`src/rtl/simd_isa_pkg.sv`:
```
// Shared ISA constants for the SIMD issue path: field positions, widths,
// special opcodes and the issue-controller state encoding.
package simd_isa_pkg;

   localparam int NREG   = 32;
   localparam int REGW   = 5;
   localparam int OPW    = 4;
   localparam int SCNT_W = 16;

   localparam int OP_MSB   = 31;
   localparam int OP_LSB   = 28;
   localparam int SRC1_MSB = 27;
   localparam int SRC1_LSB = 23;
   localparam int SRC2_MSB = 22;
   localparam int SRC2_LSB = 18;
   localparam int DEST_MSB = 17;
   localparam int DEST_LSB = 13;

   localparam logic [OPW-1:0] NOP_OP  = 4'h0;
   localparam logic [OPW-1:0] HALT_OP = 4'hF;

   typedef enum logic [2:0] {
      ST_IDLE   = 3'd0,
      ST_CHECK  = 3'd1,
      ST_ISSUE  = 3'd2,
      ST_DRAIN  = 3'd3,
      ST_HALTED = 3'd4
   } state_t;

endpackage

```
`src/rtl/simd_scoreboard.sv`:
```
// Busy-register scoreboard: one pending-write bit per vector register,
// with a set port (issue), a clear port (writeback) and a 3-way hazard lookup.
module simd_scoreboard
   import simd_isa_pkg::*;
(
   input  logic            clk,
   input  logic            rst_n,
   input  logic            set_en,
   input  logic [REGW-1:0] set_idx,
   input  logic            clr_en,
   input  logic [REGW-1:0] clr_idx,
   input  logic [REGW-1:0] rd_a,
   input  logic [REGW-1:0] rd_b,
   input  logic [REGW-1:0] rd_c,
   output logic            hazard,
   output logic [NREG-1:0] busy
);

   logic [NREG-1:0] set_mask;
   logic [NREG-1:0] clr_mask;

   assign set_mask = set_en ? (NREG'(1) << set_idx) : '0;
   assign clr_mask = clr_en ? (NREG'(1) << clr_idx) : '0;

   // Set is applied after clear so an issue wins over a same-cycle writeback.
   always_ff @(posedge clk or negedge rst_n) begin
      if (!rst_n) busy <= '0;
      else        busy <= (busy & ~clr_mask) | set_mask;
   end

   assign hazard = busy[rd_a] | busy[rd_b] | busy[rd_c];

endmodule

```
`src/rtl/simd_issue_ctrl.sv`:
```
// Issue controller: decodes fetched SIMD words, stalls on register hazards,
// hands hazard-free instructions to the execution unit, and drains on HALT.
module simd_issue_ctrl
   import simd_isa_pkg::*;
(
   input  logic              clk,
   input  logic              rst_n,
   input  logic              in_valid,
   input  logic [31:0]       in_instr,
   output logic              in_ready,
   output logic              iss_valid,
   input  logic              iss_ready,
   output logic [OPW-1:0]    iss_opcode,
   output logic [REGW-1:0]   iss_src1,
   output logic [REGW-1:0]   iss_src2,
   output logic [REGW-1:0]   iss_dest,
   input  logic              wb_valid,
   input  logic [REGW-1:0]   wb_dest,
   input  logic              resume,
   output logic              halted,
   output logic [NREG-1:0]   busy_vec,
   output logic [SCNT_W-1:0] stall_cnt
);

   // Handshakes: a transfer happens on a rising edge where valid and ready are
   // both high; a raised iss_valid holds until iss_ready, fields stay stable.
   state_t          state;
   state_t          state_nx;
   logic            hazard;
   logic            accept;
   logic            fire;
   logic            set_en;
   logic [OPW-1:0]  dec_op;

   assign dec_op    = in_instr[OP_MSB:OP_LSB];
   assign in_ready  = rst_n & (state == ST_IDLE);
   assign iss_valid = (state == ST_ISSUE);
   assign halted    = (state == ST_HALTED);
   assign accept    = in_ready & in_valid;
   assign fire      = iss_valid & iss_ready;
   assign set_en    = fire & (iss_opcode != NOP_OP);

   always_comb begin
      state_nx = state;
      case (state)
         ST_IDLE:   if (in_valid) state_nx = (dec_op == HALT_OP) ? ST_DRAIN : ST_CHECK;
         ST_CHECK:  if (!hazard) state_nx = ST_ISSUE;
         ST_ISSUE:  if (iss_ready) state_nx = ST_IDLE;
         ST_DRAIN:  if (busy_vec == '0) state_nx = ST_HALTED;
         ST_HALTED: if (resume) state_nx = ST_IDLE;
         default:   state_nx = ST_IDLE;
      endcase
   end

   always_ff @(posedge clk or negedge rst_n) begin
      if (!rst_n) begin
         state      <= ST_IDLE;
         iss_opcode <= '0;
         iss_src1   <= '0;
         iss_src2   <= '0;
         iss_dest   <= '0;
         stall_cnt  <= '0;
      end else begin
         state <= state_nx;
         if (accept) begin
            iss_opcode <= dec_op;
            iss_src1   <= in_instr[SRC1_MSB:SRC1_LSB];
            iss_src2   <= in_instr[SRC2_MSB:SRC2_LSB];
            iss_dest   <= in_instr[DEST_MSB:DEST_LSB];
         end
         if (state == ST_CHECK && hazard && stall_cnt != '1)
            stall_cnt <= stall_cnt + 1'b1;
      end
   end

   simd_scoreboard u_sb (
      .clk     (clk),
      .rst_n   (rst_n),
      .set_en  (set_en),
      .set_idx (iss_dest),
      .clr_en  (wb_valid),
      .clr_idx (wb_dest),
      .rd_a    (iss_src1),
      .rd_b    (iss_src2),
      .rd_c    (iss_dest),
      .hazard  (hazard),
      .busy    (busy_vec)
   );

endmodule
```
`config.mk`:
```
export PLATFORM = sky130hd
export DESIGN_NAME = simd_issue_ctrl
export DESIGN_NICKNAME = d
export VERILOG_FILES = /design/src/rtl/simd_isa_pkg.sv /design/src/rtl/simd_scoreboard.sv /design/src/rtl/simd_issue_ctrl.sv
export SDC_FILE = /design/constraint.sdc
export NUM_CORES = 1
export LEC_CHECK = 0
export BUFFER_PORTS_ARGS = -buffer_cell sky130_fd_sc_hd__buf_2
export CORE_MARGIN = 5
export CORE_UTILIZATION = 53
export CTS_CLUSTER_DIAMETER = 200
export DETAILED_ROUTE_END_ITERATION = 10
export GPL_TIMING_DRIVEN = 0
export PLACE_DENSITY = 0.77
export SYNTH_ARGS = -nofsm -noshare
export SYNTH_HDL_FRONTEND = slang
export SYNTH_HIERARCHICAL = 1
export SYNTH_SLANG_ARGS = --single-unit
```
`constraint.sdc`:
```
create_clock -name clk -period 4.5 [get_ports clk]
set_input_delay 0.9 -clock clk [delete_from_list [all_inputs] [get_ports clk]]
set_output_delay 0.9 -clock clk [all_outputs]
set_load 0.02 [all_outputs]
```
== Yosys cells after proc, flatten, opt, wreduce, memory -nomap -nowiden ==
Cells that the tools add are included.
Storage, ports and cells
  input bits: 43
  register bits: 70
  output and inout port bits: 70
  word-level logic and storage cells: 54
Cells by class
  $add $sub $neg: 1
  equality and inequality tests: 11
  $lt $le $gt $ge: 3
  mux-type cells: 15
  reductions and logical operators: 6
  bitwise gates (word level): 9
  shift-type cells: 2
Operator list (count)
  two-way mux 32 bit: 2
  left shift 1 x 5 -> 32 bit (first input constant): 2
  AND 32 bit: 1
  zero test 32 bit: 1
  inverter 32 bit: 1
  bitwise OR 32 bit: 1
  < comparator 5 x 6 -> 1 bit (second input constant): 3
  adder 16 x 1 -> 16 bit (second input constant): 1
  inequality test 16 bit (second input constant): 1
  binary-select mux 1 bit (select 5 bit): 3
  two-way mux 3 bit: 5
  one-hot mux 3 bit (5 select lines): 1
  inequality test 2 bit (second input constant): 4
  equality test 3 x 2 -> 1 bit (second input constant): 2
  AND reduction 5 bit: 1
  AND 1 bit: 4
  equality test 4 bit (second input constant): 1
  nonzero test 4 bit: 1
  equality test 3 x 1 -> 1 bit (second input constant): 1
  equality test 3 bit (second input constant): 1
  zero test 3 bit: 1
  two-way mux 1 bit: 3
  logical AND 1 bit: 2
  two-way mux 2 bit: 1
  2 further kinds: 3

== Longest topological paths before layout ==
  depth after elaboration: 6
  gate-level depth with buffers: 12
  depth with buffers taken out: 9

== Cells and area by module ==
Netlist, hierarchy kept.
Modules (own cells, without submodules)
  simd_scoreboard: times used 1, cells an instance 241, area each 2262.2 um2
  simd_issue_ctrl: times used 1, cells an instance 148, area each 1795.5 um2

== Worst setup path before layout ==
OpenSTA, ideal clock, no wires.
  kind: reg2reg
  start: register iss_dest[0]
  end: register stall_cnt[14]
  stages on the path, launching flop included: 12
  data arrival time: 3172 ps
  path slack: 1200 ps
  data required time: 4372 ps
  setup time: 128 ps
  cells stage by stage: dfrtp_1 > buf_6 > mux4_1 > mux2_2 > nand3b_1 > o31ai_1 > or4_1 > and4bb_4 > and4_1 > buf_4 > nand4_1 > mux2_1
On the way
  cells in the longest elaborated chain, start to end: 5
RTL lines
  from (decl): RTL line simd_issue_ctrl.sv:16  | output logic [REGW-1:0] iss_dest,
  from (signal assigned): RTL line simd_issue_ctrl.sv:69  | iss_dest <= in_instr[DEST_MSB:DEST_LSB];
  binary-select mux 1 bit (select 5 bit): RTL line simd_scoreboard.sv:31  | assign hazard = busy[rd_a] | busy[rd_b] | busy[rd_c];
  two-way mux 1 bit (not written as such): RTL line simd_scoreboard.sv:31
  bitwise OR 1 bit: RTL line simd_scoreboard.sv:31
  net hazard: RTL line simd_issue_ctrl.sv:29  | logic hazard;
  logical AND 1 bit (2 in series): RTL line simd_issue_ctrl.sv:71  | if (state == ST_CHECK && hazard && stall_cnt != '1)
  to (signal assigned): RTL line simd_issue_ctrl.sv:72  | stall_cnt <= stall_cnt + 1'b1;
  to (decl): RTL line simd_issue_ctrl.sv:22  | output logic [SCNT_W-1:0] stall_cnt
The timed path passes the listed nets, and every way through them passes these cells. The select of a mux whose other input is x is not followed.
A chain may end at the register's enable or synchronous reset.

== Worst setup path after layout ==
  start: register iss_dest[2]
  end: register stall_cnt[14]
The elaborated chain is that of the path after synthesis.

==> impl_results.md <==
* Status: finished clean
* Largest net degree at the start of global routing at a little over 70
* Clock slew at reported path FFs at 70 ps
* Switching share of total power at roughly 46%
* Mux cell area share after synthesis at 20.04%
* Clk_skew at between 7 and 8 ps
* Syn avg cell area at 10.43 sq um
* Detail Route Antenna Nets at 0
* GRT Max-Usage Layer: met2
* Via Count at 3842
* Die ar. at 9506 sq um
* Number of synthesized register bits at 70
* Syn_nets at 433
* LEAKAGE at 2.299 nW
* Fraction of layout cells with a size suffix above 1 at 30.42%
* Non-Filler Instances at roughly 610
* Core Area at 7607 sq um
* CTS Hold Bufs at 0
* CP max stage cell: dfrtp_1
* CP Cell Sequence: buf_1 -> mux4_1 -> mux2i_1 -> o31ai_1 -> or4_1 -> and4bb_4 -> and4_1 -> buf_4 -> nand4_1 -> mux2_1
* Worst Hold Class: flop to flop
* Filler cells at roughly 660
* Combinational power share at between 40% and 50%
* Peak VDD IR at approximately 400 uV
* Initial Util at 53.34%
* CP Capture Type: flop
* Synthesis Warnings at 6
* Antenna diode count at 0
* CTS root buf: clkbuf_8
* RD Place Congestion at ~0.98
* WHS at ~500 ps
* Routed WL per cell at roughly 20 um
* Flop pwr share at between 30% and 40%
* DRT Pass-1 Iters at 6
* Final nets at around 540
* H-tree levels at 3
* Startpoint types: flop
* First-pass GRT wire length at 19410 um
* Mapped cell area at 4058 sq um
* Cell taking the most area after synthesis: dfrtp_1
* GR Util All Layers at 25.60%
* Seq/Total Area, Yosys at between 40% and 50%
* Post-Synth Simple-Gate Area at between 10% and 20%
* CTS tree: done
* Inserted Clock Buffers at 9
* Final Hold Violating Endpoints at 0
* Clock tree sinks at 70
* Reg area at about 1800 sq um
* Clock power share at between 10% and 20%
* Pwr dens at about 710 nW/um^2
* GR Util met2 at between 30% and 40%
* MaxCap Viol Count at 0
* Placed cell area at 4683 sq um
* Post-CTS Resized at 0
* Cell Int Power at 1.881 mW
* Crit Path Max Fanout at 14
* Post-Synth XOR/XNOR Area at under 10%
* DR DRC count at 0
* I/O pins at 113
* Fmax at around 280 MHz
* EDFF count, synth at 0
* Reg2Reg Setup Slack at 890 ps
* Worst Path Arrival at around 3800 ps
* Main combinational cell family by area after synthesis: multiplexers
* Slew Limit Fails at 0
* Initial antenna violation count at 0
* # setup viols final at 0
* Tmin final at between 3000 and 4000 ps
* Area added between synthesis and finish at 20.69%
* Port Buf Inserts at between 90 and 100
* Number of global-route vias before repair at around 3800
* GR Overflow Total at 0
* Post-CTS Setup Inserts at 0
* Max Buffers Root-to-Sink at 2
* Area taken by multi-input logic gates at approximately 2200 sq um
* Delay-heaviest family, CP: simple AND/OR/NAND/NOR gates
* Met3 GRT Util at under 10%
* Hpwl dp at 8777 um
* Mapped Cells at between 300 and 400
* GR Util met1 at about a third
* Total net switching power at about 1.6 mW
* CP required at between 4000 and 5000 ps
* Post-synthesis compound-gate area fraction at between 10% and 20%
* Distinct cells, synth at 48
* Die Y at 97.50 um
* Adder-cell share of the synthesized area at less than 1%
* Relative slew slack at around 40%
* Post-synth top area share at around 43%
* Die W at approximately 100 um
* Synth async-reset ratio at between 90% and 100%
* Clk Latency, worst-skew pair at between 300 and 400 ps
* Worst-Margin Slew at around 900 ps
* Crit share post-route at 80.14%
* CP Buf/Inv Count at 2
* DR iter-0 viols at 326
* Total routed wirelength at between 10000 and 15000 um
* CP max stage delay at about 610 ps
* Num rows at 32
* Sum of negative setup slack at 0 ps
* Cell area after layout at between 4000 and 5000 sq um
* Unrepaired setup endpoints after global routing: no
* DP Cell Count at between 500 and 600
* Vias/cell at 6.350
* Top post-synthesis cells by area: dfrtp_1, mux2i_1, o21ai_0, mux2_2, nand3_1
* Setup CP Type: flop to flop
* Most common flop cell mapped by yosys: dfrtp_1
* Tot Pwr at approximately 3.5 mW
==> routing by layer <==
metal / wire, um / vias up
li1: - / 1710
met2: 5750 / 213
met3: 987 / 26
met1: 5117 / 1893
met4: 302 / 0
met5: 0 / -
==> metrics by stage <==
step	setup slack (ps)	utilization (%)
2_1_floorplan	1200	-
3_3_place_gp	833.8	61.53
3_5_place_dp	952.1	61.56
4_1_cts	920.8	64.38
5_1_grt	746.0	64.38
6_report	893.8	64.38
==> cell type report <==
class | count | share of cell area (%)
sequential | 70 | 35.77
buffer | 13 | 1.533
multi-input combinational | 300 | 45.09
clock inverter | 3 | 1.405
clock buffer | 12 | 2.964
timing repair buffer | 99 | 10.17
tap | 102 | 2.606
inverter | 6 | 0.4599
==> cells in the mapped netlist, types with 2 or more instances <==
master / instances
dfrtp_1: 70
o21ai_0: 66
mux2i_1: 37
nand3_1: 24
mux2_2: 23
nand2_1: 14
nand2b_1: 13
nand4_1: 12
nor2_1: 11
xnor2_1: 9
a21oi_1: 8
a22oi_1: 8
nor4_1: 8
nand3b_1: 7
nor2b_1: 7
and4_1: 6
inv_1: 6
clkbuf_1: 5
and3_1: 4
mux4_1: 4
and2_1: 3
buf_2: 3
mux4_2: 3
o211ai_1: 3
or3b_2: 3
a211oi_1: 2
buf_4: 2
buf_6: 2
nand4b_1: 2
nor3_1: 2
o32ai_1: 2
or2_2: 2
or3_1: 2
or4_1: 2
==> worst paths after layout <==
check / start / to / cells after the start
min in group asynchronous: rst_n / iss_src1[0] / 1
worst min register to register: stall_cnt[10] / stall_cnt[10] / 1
worst max-delay path: iss_dest[2] / stall_cnt[14] / 10
max in group asynchronous: rst_n / stall_cnt[9] / 1
worst min-delay path: stall_cnt[10] / stall_cnt[10] / 1
worst max register to register: iss_dest[2] / stall_cnt[14] / 10
==> flip-flops by register name, indices dropped and copies added, names as in the netlist <==
| register | count |
|---|---|
| iss_dest | 5 |
| iss_opcode | 4 |
| iss_src1 | 5 |
| iss_src2 | 5 |
| stall_cnt | 16 |
| state | 3 |
| u_sb/busy | 32 |
==> layout by cell type (no fill, tap or decap), types with 3 or more instances in the layout <==
| cell | synthesis | final |
|---|---|---|
| a21oi_1 | 8 | 8 |
| a22oi_1 | 8 | 8 |
| and2_1 | 3 | 3 |
| and3_1 | 4 | 4 |
| and4_1 | 6 | 6 |
| buf_2 | 3 | 101 |
| buf_4 | 2 | 3 |
| clkbuf_1 | 5 | 7 |
| clkbuf_8 | 0 | 10 |
| dfrtp_1 | 70 | 70 |
| inv_1 | 6 | 6 |
| mux2_2 | 23 | 23 |
| mux2i_1 | 37 | 37 |
| mux4_1 | 4 | 4 |
| mux4_2 | 3 | 3 |
| nand2_1 | 14 | 14 |
| nand2b_1 | 13 | 13 |
| nand3_1 | 24 | 24 |
| nand3b_1 | 7 | 7 |
| nand4_1 | 12 | 12 |
| nor2_1 | 11 | 11 |
| nor2b_1 | 7 | 7 |
| nor4_1 | 8 | 8 |
| o211ai_1 | 3 | 3 |
| o21ai_0 | 66 | 66 |
| or3b_2 | 3 | 3 |
| xnor2_1 | 9 | 9 |
==> kinds of logic (layout without fill, tap and decap cells) <==
kind of cell    after synthesis  in the layout
compound gates               96             96
xor+xnor                      9              9
fa+ha+maj                     1              1
buf+inv                      19            133
flops                        70             70
mux                          68             68
simple gates                126            126
==> power by group through the flow <==
stage	clock network, mW	logic [mW]	registers, mW
floorplan	0	0.956	1.34
global placement	0	1.63	1.21
detailed placement	0	1.67	1.22
CTS	0.572	1.68	1.21
global route	0.603	1.81	1.27
finish	0.559	1.69	1.23
==> worst reg2reg max path, stage by stage, from the launching register on <==
cell,delay (ps)
dfrtp_1,610
buf_1,560
mux4_1,400
mux2i_1,160
o31ai_1,100
or4_1,610
and4bb_4,260
and4_1,210
buf_4,150
nand4_1,100
mux2_1,330
No activity file was read; power rests on OpenSTA's default activity.
